### config.mk
export PLATFORM = sky130hd
export DESIGN_NAME = muldiv_unit
export DESIGN_NICKNAME = d
export VERILOG_FILES = /design/src/rtl/muldiv_unit.sv
export SDC_FILE = /design/constraint.sdc
export NUM_CORES = 1
export LEC_CHECK = 0
export ABC_AREA = 1
export ABC_CLOCK_PERIOD_IN_PS = 6150
export CORE_AREA = 2 2 243 245
export DETAILED_ROUTE_END_ITERATION = 12
export DIE_AREA = 0 0 245 247
export PLACE_DENSITY = 0.61
export SYNTH_ARGS = -nofsm -noshare
export SYNTH_HDL_FRONTEND = slang
export SYNTH_SLANG_ARGS = --single-unit
### constraint.sdc
create_clock -name clk -period 6.15 [get_ports clk]
set_input_delay 1.23 -clock clk [delete_from_list [all_inputs] [get_ports clk]]
set_output_delay 1.23 -clock clk [all_outputs]
set_load 0.05 [all_outputs]
### src/rtl/muldiv_unit.sv
// Iterative multiply/divide unit with HI/LO result registers.
// Runs radix-2 shift-add multiply or restoring divide on operand magnitudes, then fixes up signs.
module muldiv_unit #(
  parameter int unsigned WIDTH = 32
) (
  input  logic             clk,
  input  logic             reset,
  input  logic             start,
  input  logic [1:0]       op,
  input  logic [WIDTH-1:0] srca,
  input  logic [WIDTH-1:0] srcb,
  input  logic             hi_we,
  input  logic             lo_we,
  input  logic [WIDTH-1:0] wdata,
  input  logic             flush,
  output logic [WIDTH-1:0] hi,
  output logic [WIDTH-1:0] lo,
  output logic             stall,
  output logic             done,
  output logic             divz
);

  typedef enum logic [1:0] {StIdle, StRun, StFix} state_e;

  localparam logic [WIDTH-1:0] CntLast = WIDTH'(WIDTH - 1);

  state_e               state_q, state_d;
  logic [WIDTH-1:0]     cnt_q, cnt_d;
  logic [2*WIDTH-1:0]   acc_q, acc_d;
  logic [WIDTH-1:0]     opb_q, opb_d;
  logic                 is_div_q, is_div_d;
  logic                 neg_q, neg_d;
  logic                 neg_rem_q, neg_rem_d;
  logic                 bzero_q, bzero_d;
  logic [WIDTH-1:0]     hi_q, hi_d, lo_q, lo_d;
  logic                 done_q, done_d;
  logic                 divz_q, divz_d;

  logic                 a_neg, b_neg;
  logic [WIDTH-1:0]     abs_a, abs_b;
  logic [WIDTH:0]       add_sum, shifted, diff;
  logic                 ge;
  logic [2*WIDTH-1:0]   mul_next, div_next, mul_res;
  logic [WIDTH-1:0]     quo, rem, quo_res, rem_res;

  // Signed ops (op[0] == 0) work on magnitudes; signs are reapplied in StFix.
  assign a_neg = ~op[0] & srca[WIDTH-1];
  assign b_neg = ~op[0] & srcb[WIDTH-1];
  assign abs_a = a_neg ? -srca : srca;
  assign abs_b = b_neg ? -srcb : srcb;

  // Multiply: multiplier sits in the low half and is consumed LSB first.
  assign add_sum  = {1'b0, acc_q[2*WIDTH-1:WIDTH]} + (acc_q[0] ? {1'b0, opb_q} : '0);
  assign mul_next = {add_sum, acc_q[WIDTH-1:1]};

  // Divide: remainder in the high half, dividend/quotient shifting through the low half.
  assign shifted  = {acc_q[2*WIDTH-1:WIDTH], acc_q[WIDTH-1]};
  assign diff     = shifted - {1'b0, opb_q};
  assign ge       = shifted >= {1'b0, opb_q};
  assign div_next = {(ge ? diff[WIDTH-1:0] : shifted[WIDTH-1:0]), acc_q[WIDTH-2:0], ge};

  assign mul_res = neg_q ? -acc_q : acc_q;
  assign quo     = acc_q[WIDTH-1:0];
  assign rem     = acc_q[2*WIDTH-1:WIDTH];
  assign quo_res = bzero_q ? '1 : (neg_q ? -quo : quo);
  assign rem_res = neg_rem_q ? -rem : rem;

  always_comb begin
    state_d   = state_q;
    cnt_d     = cnt_q;
    acc_d     = acc_q;
    opb_d     = opb_q;
    is_div_d  = is_div_q;
    neg_d     = neg_q;
    neg_rem_d = neg_rem_q;
    bzero_d   = bzero_q;
    hi_d      = hi_q;
    lo_d      = lo_q;
    divz_d    = divz_q;
    done_d    = 1'b0;

    unique case (state_q)
      StIdle: begin
        if (hi_we) hi_d = wdata;
        if (lo_we) lo_d = wdata;
        if (start && !flush) begin
          state_d   = StRun;
          cnt_d     = '0;
          acc_d     = {{WIDTH{1'b0}}, (op[1] ? abs_a : abs_b)};
          opb_d     = op[1] ? abs_b : abs_a;
          is_div_d  = op[1];
          neg_d     = a_neg ^ b_neg;
          neg_rem_d = a_neg;
          bzero_d   = (srcb == '0);
        end
      end
      StRun: begin
        acc_d = is_div_q ? div_next : mul_next;
        if (cnt_q == CntLast) begin
          state_d = StFix;
        end else begin
          cnt_d = cnt_q + 1'b1;
        end
      end
      StFix: begin
        state_d = StIdle;
        done_d  = 1'b1;
        if (is_div_q) begin
          hi_d   = rem_res;
          lo_d   = quo_res;
          divz_d = bzero_q;
        end else begin
          hi_d   = mul_res[2*WIDTH-1:WIDTH];
          lo_d   = mul_res[WIDTH-1:0];
          divz_d = 1'b0;
        end
      end
      default: state_d = StIdle;
    endcase

    // Abort drops the operation without touching architectural state.
    if (flush && state_q != StIdle) begin
      state_d = StIdle;
      hi_d    = hi_q;
      lo_d    = lo_q;
      divz_d  = divz_q;
      done_d  = 1'b0;
    end
  end

  always_ff @(posedge clk or negedge reset) begin
    if (!reset) begin
      state_q   <= StIdle;
      cnt_q     <= '0;
      acc_q     <= '0;
      opb_q     <= '0;
      is_div_q  <= 1'b0;
      neg_q     <= 1'b0;
      neg_rem_q <= 1'b0;
      bzero_q   <= 1'b0;
      hi_q      <= '0;
      lo_q      <= '0;
      done_q    <= 1'b0;
      divz_q    <= 1'b0;
    end else begin
      state_q   <= state_d;
      cnt_q     <= cnt_d;
      acc_q     <= acc_d;
      opb_q     <= opb_d;
      is_div_q  <= is_div_d;
      neg_q     <= neg_d;
      neg_rem_q <= neg_rem_d;
      bzero_q   <= bzero_d;
      hi_q      <= hi_d;
      lo_q      <= lo_d;
      done_q    <= done_d;
      divz_q    <= divz_d;
    end
  end

  assign hi    = hi_q;
  assign lo    = lo_q;
  assign done  = done_q;
  assign divz  = divz_q;
  assign stall = (state_q != StIdle) || (start && !flush);

endmodule

==> flow_summary_export.csv, run 1 <==
group,metric,value,unit
worst_setup_path,rr_endpoint,"hi[6]",
cells_and_area,n_antenna_cell,0,
worst_setup_path,worstPathCellList,"clkdlybuf4s50_1, inv_1, nand2_1, nand2_1, clkdlybuf4s50_1",
min_path,timing.hold.worst.start,"lo[20]",
synthesis,synth_seq_area_share,0.250,
routing,drt_first_iter_violations,2667,
cts,cts_buffer_depth,2,
synthesis,number_of_synthesized_flops_with_an_enable_pin,0,
worst_setup_path,cpPeakStageDelay,800,ps
run,cap_violations,0,
synthesis,syn-mean-instance-area,5.91,um2
place,number_of_placed_instances_with_taps_included,4244,
sta,grt_setup_unrepaired,"no",
power,p_sw,0.00511,W
routing,finalWirelength,84100,um
routing,vias_per_cell,5.40,
sta,maxSlewViolCount,0,
worst_setup_path,cpMaxStageDelayCell,"clkdlybuf4s50_1",
power,power.density,393,nW/um2
sta,worst_slew_margin_rel,0.292,
cells_and_area,num-nets-final,3665,
sta,fin_ws,2140,ps
worst_setup_path,cp_max_fo,3,
place,globalplace.congestion,0.988,
worst_setup_path,worst-endpoint-required,4920,ps
worst_setup_path,rr_startpoint,"neg_q",
sta,clock_skew,19.3,ps
synthesis,post_synth_inst_count,3390,
run_status,outcome,"finished clean",
synthesis,synth_cell_types,58,
sta,timing.final.crit_share,0.652,
die,die_width,245,um
die,io_pins,171,
worst_setup_path,worstPathArrival,2780,ps
power,sequentialPowerShare,0.243,
power,p_leak,11.2,nW
min_path,timing.hold.worst_endpoint,"lo[20]",
sta,final_period_minus_worst_setup_slack,4010,ps
synthesis,async_s_r_ff_share_synth,1.00,
worst_setup_path,startpoint,"flush",
sta,setup_viol,0,
cts,ctsHoldBuffers,0,
routing,avgRoutedWirePerCell,19.7,um
place,placement.setup.worst_slack,2130,ps
worst_setup_path,worst-r2r-cell-count,7,
power,power_report.internal_total,0.00394,W
global_routing,grt_util_all_layers,0.277,
power,netSwitchingFraction,0.565,
routing,route.detailed.drc,0,
min_path,timing.hold.worst_path_depth,2,
worst_setup_path,worst_setup_path_start_kind,"input port",
global_routing,global_route_wire_length_before_repair,128000,um
min_path,hold_class,"reg -> reg",
sta,tightest_slew,1060,ps
synthesis,synthFlopType,"dfrtp_1",
global_routing,number_of_global_route_vias_before_repair,21100,
sta,achievable-frequency,249,MHz
power,clock_power_share,0.140,
worst_setup_path,timing.setup.critical_path_class,"in -> out",
cts,htree_levels,4,
routing,drt-pass1-iter-count,6,
cts,tritoncts.num_buffers,17,
power,fraction_of_power_consumed_by_combinational_cells,0.617,
worst_setup_path,timing.reg2reg.setup_slack,2640,ps
global_routing,grt_start_max_net_pins,112,
place,dp_hpwl,67000,um
cts,cts_tree,"yes",
die,die_h,247,um
cts,clock_sinks,200,
worst_setup_path,worst_setup_path_end_kind,"output port",
cells_and_area,layout-drive-gt1-share,0.0383,
synthesis,ys_ff_latch,200,
sta,final_hold_viol_count,0,
die,initial_core_utilization,0.344,
routing,postRouteAntennaNets,0,
cts,post-cts-setup-buffers,0,
place,port-buffer-count,170,
routing,route.vias.total,23100,
die,core_area,58200,um2
global_routing,global_route.overflow_total,0,
global_routing,grt_antenna_before_repair,1,
cts,clkLatencyLatePin,510,ps
sta,post_route_setup_tns,0,ps
power,max-vdd-ir-drop,296,uV
synthesis,synth_nets,3565,
die,std_cell_rows,89,
die,die_area,60500,um2
synthesis,yosysWarnings,0,
cts,post_cts_resize_count,0,
cts,clk_pin_slew,80,ps
cells_and_area,final-instance-count-excl-fill,4276,
cells_and_area,syn_to_final_growth,15.1,%
cts,root_buffer,"clkbuf_16",
cells_and_area,layout.filler_cells,6409,
synthesis,synth_area,20000,um2
[synth_stat cells (11+ instances only)]
| library cell | number | area, um2 |
|---|---|---|
| nand2_2 | 13 | 81.3 |
| a21oi_1 | 221 | 1110 |
| clkbuf_1 | 63 | 236 |
| o211ai_1 | 33 | 248 |
| xor2_1 | 59 | 517 |
| buf_1 | 16 | 60.1 |
| nor2_1 | 403 | 1510 |
| ha_1 | 69 | 863 |
| nor4_1 | 11 | 68.8 |
| nor3_1 | 48 | 240 |
| nand3_1 | 325 | 1630 |
| nand3b_1 | 17 | 128 |
| dfrtp_1 | 200 | 5000 |
| buf_2 | 24 | 120 |
| xnor2_1 | 25 | 219 |
| o21ai_1 | 24 | 120 |
| inv_2 | 14 | 52.6 |
| inv_1 | 455 | 1710 |
| nand4_1 | 53 | 332 |
| o21ai_0 | 185 | 926 |
| a31oi_1 | 19 | 119 |
| nor2_2 | 14 | 87.6 |
| nand2_1 | 1003 | 3760 |
[kinds of logic after synthesis]
logic type	synth area share
fa+ha+maj	0.0451
buf+inv	0.112
simple gates	0.408
compound gates	0.149
flops	0.250
xor+xnor	0.0367
[stage by stage]
step                 util  hold slack [ps]  area, um2  power, W
global route        0.396              521      23100   0.00973
global placement    0.385              468      22400   0.00764
floorplan               -              447      20000   0.00577
finish              0.396              490      23100   0.00906
CTS                 0.396              490      23100   0.00893
detailed placement  0.385              469      22400   0.00764
[worst max-delay path: cells and delay by family]
family                 cells  cell delay (ps)
and+or+nand+nor            2              160
buffers and inverters      3             1390
[routing by layer]
metal / track usage / wire length (um) / vias up
li1: - / - / 11200
met1: 0.401 / 38400 / 10700
met2: 0.411 / 35300 / 1030
met3: 0.0448 / 7270 / 147
met4: 0.104 / 3060 / 2
met5: 0 / 13 / -
[state kept, by name, summed over array words and instances, names as in the netlist, 2 cells and up]
register and cells:
cnt_q 32, hi 32, opb_q 32, lo 32, state_q 2, acc_q 64
[power groups by stage]
stage                     logic [W]  registers, W  clock network [W]
final                       0.00559       0.00220            0.00127
after global routing        0.00617       0.00221            0.00134
after CTS                   0.00547       0.00217            0.00128
after detailed placement    0.00544       0.00220                  0
after global placement      0.00544       0.00220                  0
after floorplan             0.00364       0.00213                  0
[cell usage in the layout, fill, tap and decap left out, drive strengths merged, types with 2 or more instances in the layout]
cell type      count
nand2           1019
inv              479
nor2             424
nand3            329
a21oi            225
o21ai            215
dfrtp            200
clkdlybuf4s50    169
ha                69
xor2              59
nand4             55
nor3              53
o211ai            33
xnor2             25
buf               20
a31oi             19
nand3b            17
clkbuf            17
nor4              12
o221ai             9
o22ai              8
a22oi              8
o21bai             7
clkinv             5
o32ai              4
or2                4
a21o               3
and2               2
o21a               2
a21boi             2
o41ai              2
fa                 2
bufinv             2
[layout make-up]
type                       instances  area, um2  share of cell area
clock buffer                      17        425              0.0184
clock inverter                    15        219             0.00949
inverter                         471       1770              0.0769
multi-input combinational       2611      12800               0.555
sequential                       200       5010               0.217
tap                              773        967              0.0419
timing repair buffer             189       1860              0.0807
[worst max path at each step]
stage	endpoint	slack, ps	cells after the start
after detailed placement	stall	2130	5
after floorplan	stall	3240	3
after CTS	stall	2120	5
after global routing	stall	2050	5
final	stall	2140	5
after global placement	stall	2120	5
No activity file was read; power rests on OpenSTA's default activity.
==> run 2: changes to the inputs <==
Settings changed: ABC_CLOCK_PERIOD_IN_PS 6150 to 3350, PLACE_DENSITY 0.61 to 0.63.
Clock period 6.15 ns to 3.35 ns, I/O delays scaled along.
==> run 2 against run 1 <==
- design area rose by 1.7%
- sequential power increased by 70%
- power increased by 86%
- worst setup slack lost 1600 ps
- global-route usage is 0.54 points higher
- sequential share of layout area decreased by 0.37 points
- register-to-register slack got worse by 2100 ps
==> flow_summary_export.csv, run 2 (synthesis results as in run 1) <==
group,metric,value,unit
global_routing,number_of_global_route_vias_before_repair,21600,
routing,drt-pass1-iter-count,6,
cells_and_area,layout_commonest_cell,"nand2_1",
place,dp_hpwl,69500,um
sta,setup_viol,0,
die,die_width,245,um
place,placement.setup.worst_slack,433,ps
cts,clock_sinks,200,
global_routing,grt_start_max_net_pins,93,
power,p_leak,11.4,nW
global_routing,grtUsageMet2,0.428,
sta,final_hold_viol_count,0,
global_routing,globalRoute.busiestLayer,"met2",
worst_setup_path,cpPeakStageDelay,410,ps
die,initial_core_utilization,0.344,
sta,achievable-frequency,350,MHz
die,die_area,60500,um2
cts,post_cts_resize_count,0,
cts,clk_pin_slew,100,ps
global_routing,m1_gr_usage,0.395,
die,die_h,247,um
global_routing,grt_util_all_layers,0.283,
global_routing,grt_util_met3,0.0508,
cts,clkLatencyLatePin,520,ps
global_routing,global_route_wire_length_before_repair,131000,um
cts,cts_tree,"yes",
cts,cts_buffer_depth,2,
routing,finalWirelength,86100,um
power,power.density,719,nW/um2
worst_setup_path,worst-endpoint-required,3760,ps
power,post-layout-total-power,0.0169,W
worst_setup_path,cpMaxStageDelayCell,"dfrtp_1",
cells_and_area,largest_register_ffs,64,
global_routing,grt_antenna_before_repair,2,
routing,route.detailed.drc,0,
cts,root_buffer,"clkbuf_16",
cells_and_area,n_antenna_cell,0,
sta,timing.final.crit_share,0.852,
sta,grt_setup_unrepaired,"no",
routing,route.vias.total,23300,
worst_setup_path,worst_setup_path_start_kind,"register",
worst_setup_path,cp_max_fo,22,
worst_setup_path,worstPathCellList,"buf_4, buf_4, nand2_1, inv_1, ha_1, nand2_1, inv_1, a21oi_1, nor2_1, nor2_1, nand2_1, nand2_1, nand2_1, nand2_1, nand3_1, nand2_1, inv_1, nand2_1, nand2_1",
run,cap_violations,0,
global_routing,global_route.overflow_total,0,
place,globalplace.congestion,1.01,
routing,postRouteAntennaNets,0,
worst_setup_path,cpMostUsedCell,"nand2_1",
die,std_cell_rows,89,
worst_setup_path,critical_path.n_buffers_inverters,5,
power,max-vdd-ir-drop,521,uV
cts,ctsHoldBuffers,0,
cells_and_area,num-nets-final,3718,
cts,htree_levels,4,
worst_setup_path,critical-path-top-delay-family,"simple AND/OR/NAND/NOR gates",
min_path,hold_class,"in -> async",
cells_and_area,most-common-layout-cells,"1002 x nand2_1, 454 x inv_1, 402 x nor2_1",
cells_and_area,largest_register,"acc_q",
routing,avgRoutedWirePerCell,19.9,um
sta,post_route_setup_tns,0,ps
place,port-buffer-count,170,
sta,maxSlewViolCount,0,
cells_and_area,layout-drive-gt1-share,0.0529,
sta,fin_ws,495,ps
cells_and_area,syn_to_final_growth,17.1,%
sta,clock_skew,25.6,ps
worst_setup_path,worstPathArrival,3260,ps
die,core_area,58200,um2
cts,post-cts-setup-buffers,0,
cts,tritoncts.num_buffers,17,
sta,worst_slew_margin_rel,0.422,
die,io_pins,171,
routing,drt_first_iter_violations,2417,
worst_setup_path,timing.setup.critical_path_class,"reg -> reg",
worst_setup_path,worst_setup_path_end_kind,"register",
sta,final_period_minus_worst_setup_slack,2850,ps
routing,vias_per_cell,5.38,
sta,tightest_slew,858,ps
run_status,outcome,"finished clean",
run 2: layout make-up:
type,instances,area (um2)
tap,773,967
inverter,471,1770
fill,6405,34800
clock buffer,18,439
multi-input combinational,2611,12800
timing repair buffer,242,2320
sequential,200,5010
clock inverter,14,154
run 2: path summary, 6_finish.rpt:
path,start,endpoint,slack [ps],cells past startpoint
max,acc_q[0],acc_q[60],500,19
min,reset,acc_q[51],110,1
max reg2reg,acc_q[0],acc_q[60],500,19
min reg2reg,lo[14],lo[14],490,2
max in group asynchronous,reset,hi[22],2370,2
min in group clk,lo[14],lo[14],490,2
run 2: layer usage:
metal | up-vias | part of all wire | routed length (um)
met5 | - | 0.00027 | 23
met4 | 4 | 0.040 | 3450
met3 | 165 | 0.083 | 7140
met2 | 1060 | 0.43 | 37000
met1 | 10800 | 0.45 | 38500
li1 | 11300 | - | -
run 2: report_power, final:
group	internal, W	total, W	switching (W)
Combinational	0.00341	0.0110	0.00754
Clock	0.00102	0.00220	0.00118
Sequential	0.00294	0.00373	0.000791
run 2: through the flow:
step                instances  area [um2]  utilization  hold WS (ps)
floorplan                3390       20000            -           374
global placement         4297       22900        0.393           466
detailed placement       4297       22900        0.393           474
CTS                      4329       23500        0.403          98.1
global route             4329       23500        0.403           131
finish                   4329       23500        0.403           111
==> run 3: changes to the inputs <==
Settings changed: PLACE_DENSITY 0.63 to not set, TNS_END_PERCENT set to 1.
==> run 3 against run 2 <==
- critical path depth decreased by 5
- routed wire length increased by 1.7%
- sequential share of layout area hardly changed
- utilization hardly changed
- worst setup slack got worse by 31 ps
- clock skew down 11 ps
- combinational power is essentially flat
- non-clock buffer count grew 5
- register-to-register slack worse by 30 ps
- first-iteration DRC count rose by 0.79%
- critical path type unchanged
- critical endpoint is now acc_q[52]
- largest cell class unchanged
- largest power group unchanged
- highest routed layer unchanged
==> flow_summary_export.csv, run 3 (synthesis results as in run 1) <==
group,metric,value,unit
sta,grt_setup_unrepaired,"no",
cts,clk_pin_slew,80,ps
power,sequentialPowerShare,0.220,
routing,drt-pass1-iter-count,7,
sta,worst_slew_margin_rel,0.438,
cells_and_area,syn_to_final_growth,17.1,%
cts,tritoncts.num_buffers,17,
power,p_leak,11.4,nW
worst_setup_path,cp_max_fo,30,
sta,clock_skew,14.8,ps
sta,final_hold_viol_count,0,
power,fraction_of_power_consumed_by_combinational_cells,0.654,
cells_and_area,layout.filler_cells,6447,
place,port-buffer-count,170,
die,die_area,60500,um2
die,io_pins,171,
cts,post_cts_resize_count,0,
sta,timing.final.crit_share,0.862,
min_path,hold_class,"in -> async",
worst_setup_path,startpoint,"acc_q[0]",
cells_and_area,largest_register_ffs,64,
cts,ctsHoldBuffers,0,
cells_and_area,layout.core_utilization,0.403,
routing,finalWirelength,87500,um
worst_setup_path,worst_setup_path_start_kind,"register",
cells_and_area,layout_commonest_cell,"nand2_1",
routing,route.vias.total,23200,
global_routing,grt_antenna_before_repair,2,
die,die_width,245,um
cells_and_area,most-common-layout-cells,"1002 x nand2_1, 454 x inv_1, 402 x nor2_1",
power,power.density,721,nW/um2
sta,post_route_setup_tns,0,ps
power,p_sw,0.00953,W
global_routing,global_route.overflow_total,0,
cts,cts_tree,"yes",
routing,avgRoutedWirePerCell,20.2,um
cells_and_area,largest_register,"acc_q",
cts,clkLatencyLatePin,510,ps
global_routing,number_of_global_route_vias_before_repair,21400,
cts,post-cts-setup-buffers,0,
sta,achievable-frequency,346,MHz
worst_setup_path,worst_setup_path_end_kind,"register",
power,max-vdd-ir-drop,479,uV
power,clock_power_share,0.125,
worst_setup_path,worst-endpoint-required,3730,ps
cells_and_area,num-nets-final,3723,
run_status,outcome,"finished clean",
worst_setup_path,rr_startpoint,"acc_q[0]",
die,std_cell_rows,89,
cts,cts_buffer_depth,2,
sta,maxSlewViolCount,0,
place,globalplace.congestion,1.03,
cts,clock_sinks,200,
place,dp_hpwl,71900,um
global_routing,grt_util_all_layers,0.289,
die,die_h,247,um
sta,tightest_slew,834,ps
cells_and_area,n_antenna_cell,0,
cts,htree_levels,4,
power,power_report.internal_total,0.00740,W
run,cap_violations,0,
routing,postRouteAntennaNets,0,
routing,route.detailed.drc,0,
global_routing,global_route_wire_length_before_repair,132000,um
cts,root_buffer,"clkbuf_16",
cells_and_area,layout-drive-gt1-share,0.0542,
die,core_area,58200,um2
worst_setup_path,worstPathArrival,3270,ps
sta,final_period_minus_worst_setup_slack,2890,ps
global_routing,grt_start_max_net_pins,73,
routing,drt_first_iter_violations,2436,
routing,vias_per_cell,5.34,
sta,setup_viol,0,
worst_setup_path,worst-r2r-cell-count,14,
power,netSwitchingFraction,0.563,
worst_setup_path,timing.setup.critical_path_class,"reg -> reg",
die,initial_core_utilization,0.344,
## run 3: layout make-up
cell class,count,area (um2),area share
clock inverter,12,113,0.00480
timing repair buffer,247,2320,0.0989
sequential,200,5010,0.213
tap,773,967,0.0412
inverter,471,1770,0.0756
clock buffer,20,467,0.0199
multi-input combinational,2611,12800,0.546
## run 3: routing by layer
| layer | part of all wire | wire length, um | up-vias | track usage |
|---|---|---|---|---|
| met5 | 0.00015 | 13 | - | 0 |
| met4 | 0.039 | 3400 | 2 | 0.111 |
| met3 | 0.084 | 7360 | 158 | 0.0567 |
| met2 | 0.43 | 37600 | 1021 | 0.441 |
| met1 | 0.45 | 39200 | 10700 | 0.401 |
| li1 | - | - | 11300 | - |
## run 3: metrics by stage
step	power (W)	hold slack (ps)	cell area (um2)	std cells	setup WS, ps
after floorplan	0.0106	374	20000	3390	790
after global placement	0.0146	468	22900	4302	416
after detailed placement	0.0145	473	22900	4302	361
after CTS	0.0167	72.0	23500	4334	553
after global routing	0.0181	89.2	23500	4334	308
final	0.0169	73.2	23500	4334	464
## run 3: path summary, 6_finish.rpt
check                       endpoint  slack [ps]
setup / recovery           acc_q[52]         460
hold / removal             opb_q[26]          70
setup reg to reg           acc_q[52]         460
hold reg to reg               lo[20]         490
max in group asynchronous     hi[21]        2390
min in group clk              lo[20]         490
## run 3: power groups by stage
| stage | registers (W) | clock network [W] | logic [W] |
|---|---|---|---|
| floorplan | 0.00391 | 0 | 0.00668 |
| global placement | 0.00374 | 0 | 0.0109 |
| detailed placement | 0.00373 | 0 | 0.0108 |
| CTS | 0.00369 | 0.00217 | 0.0108 |
| global route | 0.00376 | 0.00225 | 0.0121 |
| finish | 0.00373 | 0.00212 | 0.0111 |
## run 3: worst max-delay path: stages, from the launching register on
cell and delay (ps):
dfrtp_1 470, buf_12 210, nand2_1 130, inv_1 70
ha_1 390, a21oi_1 320, o21ai_0 220, nor2_1 140
nand2_1 130, nand2_1 120, nand2_1 50, nand2_1 50
nand3_1 150, nand4_1 230, nand2_1 80
